`config.mk`:
```
export PLATFORM = sky130hd
export DESIGN_NAME = axis_broadcast
export DESIGN_NICKNAME = d
export VERILOG_FILES = /design/src/rtl/axis_broadcast.sv
export SDC_FILE = /design/constraint.sdc
export NUM_CORES = 1
export LEC_CHECK = 0
export CAP_MARGIN = 40
export CORE_AREA = 2 2 682 684
export CTS_BUF_LIST = sky130_fd_sc_hd__clkbuf_4
export DETAILED_ROUTE_END_ITERATION = 6
export DIE_AREA = 0 0 684 686
export PLACE_DENSITY_LB_ADDON = 0.12
export SYNTH_ARGS = -nofsm -noshare
export SYNTH_HDL_FRONTEND = slang
export SYNTH_SLANG_ARGS = --single-unit
```
`constraint.sdc`:
```
create_clock -name clk -period 2.93 [get_ports clk]
set_input_delay 0.586 -clock clk [delete_from_list [all_inputs] [get_ports clk]]
set_output_delay 0.586 -clock clk [all_outputs]
set_load 0.05 [all_outputs]
```
`src/rtl/axis_broadcast.sv`:
```
// axis_broadcast: replicates one AXI-Stream input onto NOUT outputs.
// Each output has its own tready backpressure. A per-output enable mask is
// sampled at start-of-packet and held for the whole packet.
//
// Ports:
//   clk, reset               clock, synchronous active-high reset
//   out_enable[NOUT]         output select, sampled at start-of-packet
//   axis_in_*                input stream (tdata/tkeep/tlast/tvalid/tready)
//   axis_out_*               NOUT output streams, output i at slice i
//   packet_count[32]         count of accepted input packets (wraps)
module axis_broadcast #(
    parameter int unsigned DW   = 512,
    parameter int unsigned NOUT = 2
) (
    input  logic                   clk,
    input  logic                   reset,
    input  logic [NOUT-1:0]        out_enable,
    input  logic [DW-1:0]          axis_in_tdata,
    input  logic [DW/8-1:0]        axis_in_tkeep,
    input  logic                   axis_in_tlast,
    input  logic                   axis_in_tvalid,
    output logic                   axis_in_tready,
    output logic [NOUT*DW-1:0]     axis_out_tdata,
    output logic [NOUT*DW/8-1:0]   axis_out_tkeep,
    output logic [NOUT-1:0]        axis_out_tlast,
    output logic [NOUT-1:0]        axis_out_tvalid,
    input  logic [NOUT-1:0]        axis_out_tready,
    output logic [31:0]            packet_count
);

    localparam int unsigned KW = DW / 8;
    localparam int unsigned CW = 32;

    // Holding register and per-output pending bits
    logic [DW-1:0]   data_q, data_d;
    logic [KW-1:0]   keep_q, keep_d;
    logic            last_q, last_d;
    logic [NOUT-1:0] pending_q, pending_d;
    logic [NOUT-1:0] pkt_mask_q, pkt_mask_d;
    logic            sop_q, sop_d;
    logic [CW-1:0]   cnt_q, cnt_d;

    logic [NOUT-1:0] done_c;
    logic [NOUT-1:0] mask_c;
    logic            in_ready_c;
    logic            accept_c;

    // Next-state logic: drain served outputs, reload on an accepted beat
    always_comb begin
        done_c     = pending_q & axis_out_tready;
        // Ready once every pending output is served now or already drained;
        // this is the only tready-to-tready combinational path.
        in_ready_c = ~reset & ((pending_q & ~done_c) == '0);
        accept_c   = axis_in_tvalid & in_ready_c;
        mask_c     = sop_q ? out_enable : pkt_mask_q;

        pending_d  = pending_q & ~done_c;
        data_d     = data_q;
        keep_d     = keep_q;
        last_d     = last_q;
        pkt_mask_d = pkt_mask_q;
        sop_d      = sop_q;
        cnt_d      = cnt_q;

        if (accept_c) begin
            // A null mask leaves pending at zero: the beat is dropped.
            pending_d = mask_c;
            data_d    = axis_in_tdata;
            keep_d    = axis_in_tkeep;
            last_d    = axis_in_tlast;
            sop_d     = axis_in_tlast;
            if (sop_q) begin
                pkt_mask_d = out_enable;
            end
            if (axis_in_tlast) begin
                cnt_d = cnt_q + CW'(1);
            end
        end
    end

    // State registers
    always_ff @(posedge clk) begin
        if (reset) begin
            data_q     <= '0;
            keep_q     <= '0;
            last_q     <= 1'b0;
            pending_q  <= '0;
            pkt_mask_q <= '0;
            sop_q      <= 1'b1;
            cnt_q      <= '0;
        end else begin
            data_q     <= data_d;
            keep_q     <= keep_d;
            last_q     <= last_d;
            pending_q  <= pending_d;
            pkt_mask_q <= pkt_mask_d;
            sop_q      <= sop_d;
            cnt_q      <= cnt_d;
        end
    end

    // Every output presents the same holding register
    assign axis_in_tready  = in_ready_c;
    assign axis_out_tdata  = {NOUT{data_q}};
    assign axis_out_tkeep  = {NOUT{keep_q}};
    assign axis_out_tlast  = {NOUT{last_q}};
    assign axis_out_tvalid = pending_q;
    assign packet_count    = cnt_q;

endmodule

```
==> impl_metrics.csv <==
group,metric,value,unit
logic_synthesis,async_reset_ff_frac,0,
finish,drive_gt1_frac,0.345,
timing,fin_crit,2.95,ns
setup_path,endpoint_kind,"primary output",
clocking,cts_tree,"built",
place,port_buffers,1772,
floorplan,start_util,0.0557,
pwr,p_leak,0.0207,uW
global_routing,grt_pass1_vias,31800,
logic_synthesis,synthTopCellsByCount,"nand2_1, dfxtp_1, a21oi_1",
outcome,violations,"negative setup slack",
clocking,cts_sinks,614,
logic_synthesis,synth_edf_count,0,
logic_synthesis,yosysMostFrequentCell,"nand2_1",
logic_synthesis,synth_top_cell_area_share,0.477,
global_routing,track_usage,0.126,
job,maxCapViolCount,0,
timing,fin_worst_skew,0.179,ns
logic_synthesis,yosys.area.top_type,"dfxtp_1",
logic_synthesis,syn-num-nets,3865,
logic_synthesis,synth.avg_cell_area,7.85,um^2
place,post-place-ws,-1.07,ns
global_routing,grt-ovfl-total,0,
timing,rsz0062_at_grt,"yes",
floorplan,fp.coreArea,0.462,mm^2
clocking,cts_buffers,220,
timing,finalHoldViolations,0,
logic_synthesis,synth_cell_types,37,
route,firstDrtPassIters,4,
finish,area_growth,107,%
finish,final_util,0.115,
setup_path,path_buf_inv,1,
clocking,clock_latency,1.31,ns
setup_path,path_class,"flop to primary output",
outcome,status,"finished with violations",
timing,slew_viol_final,0,
global_routing,grt_max_degree,97,
finish,nFillCells,53800,
route,drcViolationCount,0,
timing,maxSlewHeadroom,0.496,
floorplan,ios,1773,
timing,fin_crit_sh,1.01,
timing,setup_slack,-0.0157,ns
place,post-dp-hpwl,265000,um
route,dr.first_iter.drc_count,1250,
setup_path,worstPathArrival,2.36,ns
timing,setup_viol,1,
setup_path,slowest_stage,"dfxtp_2",
setup_path,startpoint_type,"flop",
setup_path,cp_max_fo,2,
route,wl_per_cell,26.6,um
timing,fmax,0.339,GHz
timing,worst_slew_pin_slew,0.756,ns
clocking,root_buffer,"clkbuf_4",
logic_synthesis,netlist_top_cells_area,"dfxtp_1, nand2_1, buf_4",
route,ant_nets,0,
route,routed-via-count,30100,
worst_hold_path,hold_class,"primary input to flop",
clocking,htreeDepth,4,
setup_path,crit_chain,"and2b_4, nor3_4, clkbuf_16",
logic_synthesis,syn_inst,3280,
setup_path,crit_family,"simple AND/OR/NAND/NOR gates",
global_routing,grt_pass1_wl,380000,um
place,gp_congestion,0.877,
floorplan,die_h,686,um
setup_path,cpPeakStageDelay,0.31,ns
logic_synthesis,yosys_warnings,0,
pwr,power_density,510,mW/mm^2
logic_synthesis,ys.flop_type,"dfxtp_1",
setup_path,cp.required,2.34,ns
floorplan,die_w,684,um
pwr,vdd_drop_max,0.000220,V
finish,nNetsFinal,5774,
clocking,cts_max_path_buffers,4,
route,vias_per_cell,2.61,
clocking,clkTransAtPathRegs,0.06,ns
logic_synthesis,netlist_area,0.0257,mm^2
logic_synthesis,synth_seq_cells,614,
logic_synthesis,yosysSeqAreaShare,0.477,
floorplan,row_count,250,
global_routing,antenna_found_initial,50,
route,drt-total-wl,307000,um
floorplan,die-area,0.469,mm^2
## path summary, 6_finish.rpt
check	cells after the start	slack, ns	end	startpoint
setup reg to reg	7	0.14	packet_count[29]$_SDFFE_PP0P_	packet_count[4]$_SDFFE_PP0P_
hold reg to reg	2	0.45	pkt_mask_q[0]$_SDFFE_PP0P_	pkt_mask_q[0]$_SDFFE_PP0P_
hold / removal	3	0.26	keep_q[46]$_SDFFE_PP0P_	axis_in_tkeep[46]
setup / recovery	3	-0.02	axis_in_tready	axis_out_tvalid[0]$_SDFF_PP0_
## sequential cells by signal (all words and copies together) (netlist names)
| register | flops |
|---|---|
| last_q | 1 |
| keep_q | 64 |
| axis_out_tvalid | 2 |
| pkt_mask_q | 2 |
| packet_count | 32 |
| sop_q | 1 |
| data_q | 512 |
## logic make-up after synthesis
logic type | Yosys count | share of synthesized area
flip-flops | 614 | 0.477
XOR/XNOR | 16 | 0.00544
AND/OR/NAND/NOR | 1252 | 0.192
adder cells (fa/ha/maj) | 1 | 0.000486
AO/OA/AOI/OAI | 610 | 0.119
buffers and inverters | 784 | 0.205
multiplexers | 3 | 0.00131
## layer usage
| metal | routed length, um | up-vias | global-route usage |
|---|---|---|---|
| met5 | 157 | - | 0 |
| met4 | 8010 | 22 | 0.0314 |
| met3 | 39700 | 352 | 0.0745 |
| met2 | 150000 | 1298 | 0.218 |
| met1 | 109000 | 14500 | 0.128 |
| li1 | - | 13900 | - |
## where the power goes
| part | internal (uW) | switching, uW | leakage, uW |
|---|---|---|---|
| registers | 8760 | 606 | 0.00509 |
| clock network | 5350 | 4970 | 0.00166 |
| logic | 2420 | 5050 | 0.0140 |
| total | 16500 | 10600 | 0.0207 |
## worst min-delay path, stage by stage
cell and delay, ns:
clkdlybuf4s50_1 0.53, nand2_1 0.16, a21oi_1 0.07
## stage by stage
step / power [uW] / hold WS, ns / std cells / area [um^2] / setup TNS [ns]
CTS: 28200 / 0.00117 / 11500 / 53200 / -0.567
detailed placement: 16700 / 0.447 / 10600 / 46500 / -256.91
floorplan: 13200 / 0.434 / 3280 / 25700 / 0
global route: 28800 / 0.0948 / 11500 / 53300 / -0.281
finish: 27200 / 0.260 / 11500 / 53300 / -0.0157
global placement: 16700 / 0.443 / 10600 / 46400 / -283.61
## what timing repair did
item	in CTS	in global routing
pin swaps	3	1
hold endpoints to repair	602	0
endpoints found under the setup margin	1060	2
gates resized for setup	5119	2
setup buffers	9	1
hold buffers	578	0
## layout by cell type (no fill, tap or decap), drive strengths merged, types with 14 or more instances in the layout
master         instances
a21oi                596
buf                 1196
clkbuf               347
clkdlybuf4s15         95
clkdlybuf4s18         14
clkdlybuf4s50        582
clkinv                23
dfxtp                614
diode                 24
dlygate4sd3          578
nand2               1170
nand3                 14
nor2                  25
## layout make-up
cell class              count  area [um^2]  area share
flip-flops and latches    614        12500       0.235
diodes                     24         60.1     0.00113
multi-input cells        1882         8210       0.154
clock buffers             346         2600      0.0488
inverters                   5         18.8    0.000352
well taps                6174         7720       0.145
repair buffers           2466        22000       0.412
clock inverters            30          181     0.00341
Power figures use the tool's default switching activity.
